<file path="src/rtl/pipe_pkg.sv">
// Shared types and default widths for the pipe_stage pipeline register.
// PIPE_STAGE_SKID_EN (in pipe_stage.sv) selects the registered-ready skid variant.
package pipe_pkg;

  localparam int unsigned DEF_DATA_W = 32;
  localparam int unsigned DEF_CTRL_W = 5;
  localparam int unsigned DEF_REG_W  = 5;
  localparam int unsigned DEF_CNT_W  = 16;

  typedef enum logic [1:0] {
    EMPTY = 2'd0,
    FULL  = 2'd1,
    SKID  = 2'd2
  } state_e;

endpackage

</file>
<file path="src/rtl/pipe_slot.sv">
// One storage slot of the pipeline stage: load-enabled payload register
// with asynchronous clear of payload and control bits.
module pipe_slot
  import pipe_pkg::*;
#(
  parameter int unsigned DATA_W = DEF_DATA_W,
  parameter int unsigned CTRL_W = DEF_CTRL_W,
  parameter int unsigned REG_W  = DEF_REG_W
) (
  input  logic              clk,
  input  logic              rst,
  input  logic              ld,
  input  logic [DATA_W-1:0] d_data,
  input  logic [CTRL_W-1:0] d_ctrl,
  input  logic [REG_W-1:0]  d_wreg,
  output logic [DATA_W-1:0] q_data,
  output logic [CTRL_W-1:0] q_ctrl,
  output logic [REG_W-1:0]  q_wreg
);

  logic [DATA_W-1:0] data_q, data_d;
  logic [CTRL_W-1:0] ctrl_q, ctrl_d;
  logic [REG_W-1:0]  wreg_q, wreg_d;

  always_comb begin
    data_d = data_q;
    ctrl_d = ctrl_q;
    wreg_d = wreg_q;
    if (ld) begin
      data_d = d_data;
      ctrl_d = d_ctrl;
      wreg_d = d_wreg;
    end
  end

  always_ff @(posedge clk or posedge rst) begin
    if (rst) begin
      data_q <= '0;
      ctrl_q <= '0;
      wreg_q <= '0;
    end else begin
      data_q <= data_d;
      ctrl_q <= ctrl_d;
      wreg_q <= wreg_d;
    end
  end

  assign q_data = data_q;
  assign q_ctrl = ctrl_q;
  assign q_wreg = wreg_q;

endmodule

</file>
<file path="src/rtl/pipe_stage.sv">
// Valid/ready pipeline register with flush and saturating stall counter.
// Define PIPE_STAGE_SKID_EN for a two-entry skid variant with registered in_ready.
module pipe_stage
  import pipe_pkg::*;
#(
  parameter int unsigned DATA_W = DEF_DATA_W,
  parameter int unsigned CTRL_W = DEF_CTRL_W,
  parameter int unsigned REG_W  = DEF_REG_W,
  parameter int unsigned CNT_W  = DEF_CNT_W
) (
  input  logic              clk,
  input  logic              rst,
  input  logic              flush,
  input  logic              in_valid,
  output logic              in_ready,
  input  logic [DATA_W-1:0] in_data,
  input  logic [CTRL_W-1:0] in_ctrl,
  input  logic [REG_W-1:0]  in_wreg,
  output logic              out_valid,
  input  logic              out_ready,
  output logic [DATA_W-1:0] out_data,
  output logic [CTRL_W-1:0] out_ctrl,
  output logic [REG_W-1:0]  out_wreg,
  output logic [CNT_W-1:0]  stall_cnt
);

  state_e            state_q, state_d;
  logic [CNT_W-1:0]  cnt_q, cnt_d;
  logic              accept, retire;

  logic              hd_ld;
  logic [DATA_W-1:0] hd_data;
  logic [CTRL_W-1:0] hd_ctrl;
  logic [REG_W-1:0]  hd_wreg;

`ifdef PIPE_STAGE_SKID_EN
  logic              sk_ld;
  logic [DATA_W-1:0] sk_data;
  logic [CTRL_W-1:0] sk_ctrl;
  logic [REG_W-1:0]  sk_wreg;
  logic              in_ready_q, in_ready_d;

  // Resets high so the first edge after reset can accept; gated low while in reset.
  assign in_ready = in_ready_q & ~rst;
`else
  assign in_ready = ~rst & (out_ready | ~out_valid);
`endif

  assign out_valid = (state_q != EMPTY);
  assign accept    = in_valid & in_ready;
  assign retire    = out_valid & out_ready;
  assign stall_cnt = cnt_q;

  // Head slot is loaded with zero control whenever it empties, so bubbles carry no write enables.
  always_comb begin
    state_d = state_q;
    hd_ld   = 1'b0;
    hd_data = in_data;
    hd_ctrl = in_ctrl;
    hd_wreg = in_wreg;
`ifdef PIPE_STAGE_SKID_EN
    sk_ld   = 1'b0;
`endif
    if (flush) begin
      state_d = EMPTY;
      hd_ld   = 1'b1;
      hd_data = out_data;
      hd_ctrl = '0;
      hd_wreg = out_wreg;
    end else begin
      unique case (state_q)
        EMPTY: begin
          if (accept) begin
            state_d = FULL;
            hd_ld   = 1'b1;
          end
        end
        FULL: begin
          if (accept && retire) begin
            hd_ld = 1'b1;
`ifdef PIPE_STAGE_SKID_EN
          end else if (accept) begin
            state_d = SKID;
            sk_ld   = 1'b1;
`endif
          end else if (retire) begin
            state_d = EMPTY;
            hd_ld   = 1'b1;
            hd_data = out_data;
            hd_ctrl = '0;
            hd_wreg = out_wreg;
          end
        end
`ifdef PIPE_STAGE_SKID_EN
        SKID: begin
          if (retire) begin
            state_d = FULL;
            hd_ld   = 1'b1;
            hd_data = sk_data;
            hd_ctrl = sk_ctrl;
            hd_wreg = sk_wreg;
          end
        end
`endif
        default: state_d = EMPTY;
      endcase
    end
  end

  always_comb begin
    cnt_d = cnt_q;
    if (out_valid && !out_ready && (cnt_q != {CNT_W{1'b1}})) begin
      cnt_d = cnt_q + CNT_W'(1);
    end
  end

`ifdef PIPE_STAGE_SKID_EN
  always_comb begin
    in_ready_d = (state_d != SKID);
  end

  always_ff @(posedge clk or posedge rst) begin
    if (rst) begin
      in_ready_q <= 1'b1;
    end else begin
      in_ready_q <= in_ready_d;
    end
  end

  pipe_slot #(.DATA_W(DATA_W), .CTRL_W(CTRL_W), .REG_W(REG_W)) u_skid_slot (
    .clk    (clk),
    .rst    (rst),
    .ld     (sk_ld),
    .d_data (in_data),
    .d_ctrl (in_ctrl),
    .d_wreg (in_wreg),
    .q_data (sk_data),
    .q_ctrl (sk_ctrl),
    .q_wreg (sk_wreg)
  );
`endif

  always_ff @(posedge clk or posedge rst) begin
    if (rst) begin
      state_q <= EMPTY;
      cnt_q   <= '0;
    end else begin
      state_q <= state_d;
      cnt_q   <= cnt_d;
    end
  end

  pipe_slot #(.DATA_W(DATA_W), .CTRL_W(CTRL_W), .REG_W(REG_W)) u_head_slot (
    .clk    (clk),
    .rst    (rst),
    .ld     (hd_ld),
    .d_data (hd_data),
    .d_ctrl (hd_ctrl),
    .d_wreg (hd_wreg),
    .q_data (out_data),
    .q_ctrl (out_ctrl),
    .q_wreg (out_wreg)
  );

endmodule

</file>
<file path="config.mk">
export PLATFORM = sky130hd
export DESIGN_NAME = pipe_stage
export DESIGN_NICKNAME = d
export VERILOG_FILES = /design/src/rtl/pipe_pkg.sv /design/src/rtl/pipe_slot.sv /design/src/rtl/pipe_stage.sv
export SDC_FILE = /design/constraint.sdc
export NUM_CORES = 1
export LEC_CHECK = 0
export CAP_MARGIN = 30
export CORE_ASPECT_RATIO = 0.9
export CORE_MARGIN = 2
export CORE_UTILIZATION = 33
export CTS_BUF_LIST = sky130_fd_sc_hd__clkbuf_16
export CTS_CLUSTER_DIAMETER = 120
export CTS_CLUSTER_SIZE = 8
export DETAILED_ROUTE_END_ITERATION = 7
export PLACE_DENSITY = 0.68
export SKIP_CTS_REPAIR_TIMING = 1
export SLEW_MARGIN = 5
export SYNTH_ARGS = -nofsm -noshare
export SYNTH_HDL_FRONTEND = slang
export SYNTH_HIERARCHICAL = 1
export SYNTH_SLANG_ARGS = --single-unit
</file>
<file path="constraint.sdc">
create_clock -name clk -period 1.6 [get_ports clk]
set_input_delay 0.48 -clock clk [delete_from_list [all_inputs] [get_ports clk]]
set_output_delay 0.48 -clock clk [all_outputs]
set_load 0.02 [all_outputs]
</file>
## After elaboration in Yosys (flattened, before gate mapping)

Cells that the tools add are included.

- Multiply operators: 0
- Magnitude comparators: 0
- Shift operators: 0
- Mux-type cells: 20
- Add/subtract/negate cells: 1
- Reduce and logical (&&, ||, !) cells: 8
- Div/mod/pow operators: 0
- Bitwise gates (word level): 7
- Eq/ne operators: 6

Operators by type and width:

| operator | count |
|---|---|
| two-way mux 32 bit | 3 |
| two-way mux 5 bit | 7 |
| adder 16 x 1 -> 16 bit (second input constant) | 1 |
| != test 16 bit (second input constant) | 1 |
| != test 3 bit (second input constant) | 4 |
| two-way mux 2 bit | 4 |
| AND reduction 3 bit | 2 |
| two-way mux 1 bit | 4 |
| case mux 2 bit (2 select lines) | 1 |
| bitwise AND 1 bit | 3 |
| logical AND 1 bit | 3 |
| inverter 1 bit | 3 |
| equality test 2 x 1 -> 1 bit (second input constant) | 1 |
| zero test 2 bit | 1 |
| case mux 1 bit (2 select lines) | 1 |
| nonzero test 2 bit | 1 |
| zero test 1 bit | 1 |
| bitwise OR 1 bit | 1 |

- Bits in latches: 0
- Bits in read-only memories: 0
- Output and inout bits: 60
- RAM bits: 0
- Bits in registers: 60
- Logic and storage cells: 47
- Memories kept: 0

## Logic depth before layout (Yosys ltp)

- Depth after elaboration: 10
- Depth in mapped cells: 6

## By module

The synthesis kept the hierarchy.

Modules (own cells, without submodules):

| module | area an instance (µm²) | instances | seq. area each (µm²) | cells each |
|---|---|---|---|---|
| pipe_slot | 1769.2 | 1 | 1051.0 | 90 |
| pipe_stage | 1365.1 | 1 | 425.4 | 133 |

## Worst setup path before layout

OpenSTA, ideal clock, no wires.

- Path type: input port to flip-flop
- Start point: in rst
- End point: reg u_head_slot.data_q[26] (netlist: u_head_slot/q_data[26])
- Arrival time: 2.178 ns
- Setup slack: -0.703 ns
- Path buffers: 1
- Cell stages on the path: 6
- Cell sequence: inv_1 -> nand2_1 -> a31oi_2 -> buf_2 -> mux2_2 -> mux2_4

- Cells in the longest elaborated chain, start to end: 8
- Elaborated cells on any way between the ends: 12
- Those cells by class: eq/ne (1); mux (6); bitwise (3); reduce/logical (2)

Ends and longest elaborated chain:

| item | RTL line | text |
|---|---|---|
| start, declared | pipe_stage.sv:12 | `input logic rst,` |
| inverter 1 bit (*) | pipe_stage.sv:46 | `assign in_ready = ~rst & (out_ready \| ~out_valid);` |
| bitwise AND 1 bit (*) | pipe_stage.sv:46 |  |
| bitwise AND 1 bit (*) | pipe_stage.sv:50 | `assign accept = in_valid & in_ready;` |
| logical AND 1 bit | pipe_stage.sv:79 | `if (accept && retire) begin` |
| two-way mux 1 bit | pipe_stage.sv:79 |  |
| case mux 1 bit (2 select lines) | pipe_stage.sv:71 | `unique case (state_q)` |
| two-way mux 1 bit | pipe_stage.sv:64 | `if (flush) begin` |
| AND reduction 3 bit (no source line) | - |  |
| end signal, assigned | pipe_slot.sv:42 | `data_q <= data_d;` |
| end, declared | pipe_slot.sv:21 | `logic [DATA_W-1:0] data_q, data_d;` |

Every way passes the cells marked *; elsewhere a longest branch is shown, timed or not.
A chain may end at the register's enable or synchronous reset.

## Worst setup path after layout

- Start point: reg state_q[0]
- End point: reg u_head_slot.data_q[11] (netlist: u_head_slot/q_data[11])

- Cells in the longest elaborated chain, start to end: 10
- Elaborated cells on any way between the ends: 18
- Those cells by class: eq/ne (2); mux (7); bitwise (5); reduce/logical (4)

Ends and longest elaborated chain:

| item | RTL line | text |
|---|---|---|
| start, declared | pipe_stage.sv:27 | `state_e state_q, state_d;` |
| start signal, assigned | pipe_stage.sv:148 | `state_q <= state_d;` |
| nonzero test 2 bit | pipe_stage.sv:49 | `assign out_valid = (state_q != EMPTY);` |
| inverter 1 bit | pipe_stage.sv:46 |  |
| bitwise OR 1 bit | pipe_stage.sv:46 |  |
| bitwise AND 1 bit | pipe_stage.sv:46 |  |
| bitwise AND 1 bit | pipe_stage.sv:50 |  |
| logical AND 1 bit | pipe_stage.sv:79 |  |
| two-way mux 1 bit | pipe_stage.sv:79 |  |
| case mux 1 bit (2 select lines) | pipe_stage.sv:71 |  |
| two-way mux 1 bit | pipe_stage.sv:64 |  |
| AND reduction 3 bit (no source line) | - |  |

Parallel ways exist; a longest one is shown, timed or not.

==> results.yml <==
cells_and_area:
  regArea_um2: 1480
  final_area_um2: 5410
  antennaDiodeCount: 0
  syn2layout_area_growth_pct: 72.5
  fill_cells: 715
  multi_input_area_um2: 1720
  nets: 421
  drive_above_1_share: 0.431
floorplan:
  initial_core_util: 0.342
  rows: 33
  die_area_um2: 10300
  die_y_um: 96.5
  die_w_um: 107
  io_pins: 107
  coreArea_um2: 9170
cts:
  cts_buffer_depth: 2
  cts-root-buf: "clkbuf_16"
  insertion_delay_ns: 0.32
  cts.htree.levels: 3
  cts_buffers: 9
  clkTransAtPathRegs_ns: 0.06
  clock-sinks: 59
  cts_tree: "yes"
synthesis:
  synth_top_area_share: 0.471
  syn-num-nets: 271
  synthTopCellsByArea: "dfrtp_1 47%, mux2_4 20%, mux2_2 14%"
  synth_cell_types: 32
  ys_warn_count: 6
  synthTopCellsByCount: "59 x dfrtp_1, 41 x mux2_4, 40 x mux2_2"
  yosys_register_bits: 59
  async_reset_ff_frac: 1.00
  synthCells: 223
  synth_seq_area_share: 0.471
  yosys.area.top_type: "dfrtp_1"
  synth.cell_area_um2: 3130
  synth-edff-count: 0
  synth_area_per_cell_um2: 14.1
  synth.most_common_cell: "dfrtp_1"
  ys.flop_type: "dfrtp_1"
power_and_ir_drop:
  p_leak_nw: 3.13
  powerDensity_nw_per_um2: 1100
  p_comb_frac: 0.363
  p_clk_frac: 0.294
  power.switching_w: 0.00180
  peakVddDrop_mv: 0.593
  switching_share: 0.304
  p_int_w: 0.00412
  seqPwrFrac: 0.343
critical_path:
  endpoint: "u_head_slot/q_data[11]$_DFFE_PP0P_"
  worstPathRequired_ns: 1.80
  arrival_ns: 1.91
  timing.rr.end: "u_head_slot/q_data[11]$_DFFE_PP0P_"
  worstSetupStartpoint: "state_q[0]$_DFFE_PP0P_"
  cp_max_fo: 5
  rr_worst_depth: 6
  cp-end-kind: "register"
  reg2reg_slack_ns: -0.11
  cp-start-kind: "register"
  worstSetupPathType: "reg -> reg"
  rr_startpoint: "state_q[0]$_DFFE_PP0P_"
route:
  post_drt_wl_per_cell_um: 17.5
  avgViaCountPerCell: 4.72
  dr.pass1.iters: 4
  drt_iter0_markers: 46
  drc: 0
  ant_nets: 0
  wl_mm: 8.76
  vias: 2359
sta:
  rsz0062_at_grt: "yes"
  finalClockSkew_ns: 0.00833
  maxSlewHeadroom: 0.812
  min_period_ns: 1.71
  drv_slew: 0
  finalCritPeriodShare: 1.07
  tns_ns: -2.66
  fin_ws_ns: -0.110
  worst_slew_pin_slew_ns: 0.281
  hold_viol: 0
  setup_viol: 38
  max_clock_freq_mhz: 585
  hold_slack_ns: 0.312
placement:
  portBuffers: 106
  post-place-ws_ns: -0.736
  place_area_um2: 4480
  place_congestion: 0.817
  dp_hpwl_mm: 4.96
global_route:
  first_global_vias: 2311
  grt_pass1_wl_mm: 11.7
  track_usage: 0.145
  antenna_found_initial: 0
  grt_max_degree: 43
  overflow: 0
status:
  status: "finished, violations left"
  failed_checks: "setup timing"
run:
  drv_cap: 0
worst_hold_path:
  min_path_type: "in -> async"
-- power groups by stage --
| stage | clock [W] | sequential [W] | combinational (W) |
|---|---|---|---|
| after floorplan | 0 | 0.00237 | 0.000747 |
| after global placement | 0 | 0.00204 | 0.00191 |
| after detailed placement | 0 | 0.00205 | 0.00194 |
| after CTS | 0.00179 | 0.00203 | 0.00195 |
| after global routing | 0.00186 | 0.00209 | 0.00227 |
| final | 0.00174 | 0.00203 | 0.00215 |
-- logic make-up (layout without fill, tap and decap cells) --
group | Yosys count | after routing | synth area share
and+or+nand+nor | 43 | 43 | 0.0838
AOI/OAI and AO/OA | 15 | 15 | 0.0279
adders and majority gates | 1 | 1 | 0.00399
buffers and inverters | 15 | 170 | 0.0479
xor gates and xnor gates | 9 | 9 | 0.0252
DFF | 59 | 59 | 0.471
muxes | 81 | 81 | 0.340
-- metrics by stage --
stage	utilization	total power, W	std cells
4_1_cts	0.518	0.00577	480
3_3_place_gp	0.489	0.00395	464
6_report	0.590	0.00593	500
3_5_place_dp	0.489	0.00398	464
5_1_grt	0.590	0.00621	500
2_1_floorplan	-	0.00312	223
-- cell usage in the layout, fill, tap and decap left out, types with 2 or more instances in the layout --
cell             count
clkdlybuf4s50_1     42
dfrtp_1             56
clkbuf_2             2
a31oi_1              2
and2_1               6
xor2_1               8
nor4_2               2
dlymetal6s2s_1      61
nor2_1               4
nand3_1              5
buf_6               11
nand4_1              2
nand2_1              7
nor2_2               2
dfrtp_2              3
buf_4               22
nand2b_1             2
buf_8                2
mux2_2               2
clkinvlp_4           4
clkbuf_16           16
o21ai_0              4
and3_1               2
a21oi_1              5
clkinv_1             2
mux2_4              79
buf_12               3
-- layout make-up --
cell class	count	share of cell area
clock inverter	7	0.00810
sequential	59	0.274
tap	122	0.0282
multi-input combinational	149	0.317
timing repair buffer	151	0.328
clock buffer	9	0.0416
inverter	3	0.00278
-- worst min path at each step --
stage                                          from                         to  slack [ns]  cells past startpoint
after detailed placement  stall_cnt[13]$_DFFE_PP0P_  stall_cnt[13]$_DFFE_PP0P_        0.49                      1
after global routing                            rst   stall_cnt[0]$_DFFE_PP0P_        0.33                      4
after floorplan                                 rst  stall_cnt[10]$_DFFE_PP0P_        0.32                      1
after CTS                 stall_cnt[13]$_DFFE_PP0P_  stall_cnt[13]$_DFFE_PP0P_        0.50                      1
after global placement    stall_cnt[13]$_DFFE_PP0P_  stall_cnt[13]$_DFFE_PP0P_        0.48                      1
final                                           rst   stall_cnt[0]$_DFFE_PP0P_        0.31                      4
-- registers in the layout (all words and copies together) (netlist names) --
name and cells:
u_head_slot/q_wreg 5, u_head_slot/q_ctrl 5, state_q 1, u_head_slot/q_data 32, stall_cnt 16
-- worst max-delay path, cell delays in order, from the launching register on --
cell	delay (ns)
dfrtp_1	0.39
buf_6	0.13
a31oi_4	0.15
buf_6	0.18
clkbuf_16	0.17
mux2_4	0.30
mux2_4	0.26
-- routing by layer --
layer  routed length (um)  track usage  up-vias
li1                     -            -     1105
met1                 4380        0.200     1171
met2                 3950        0.228       79
met3                  384       0.0443        4
met4                   38       0.0325        0
met5                    0            0        -
No activity file was read; power rests on OpenSTA's default activity.
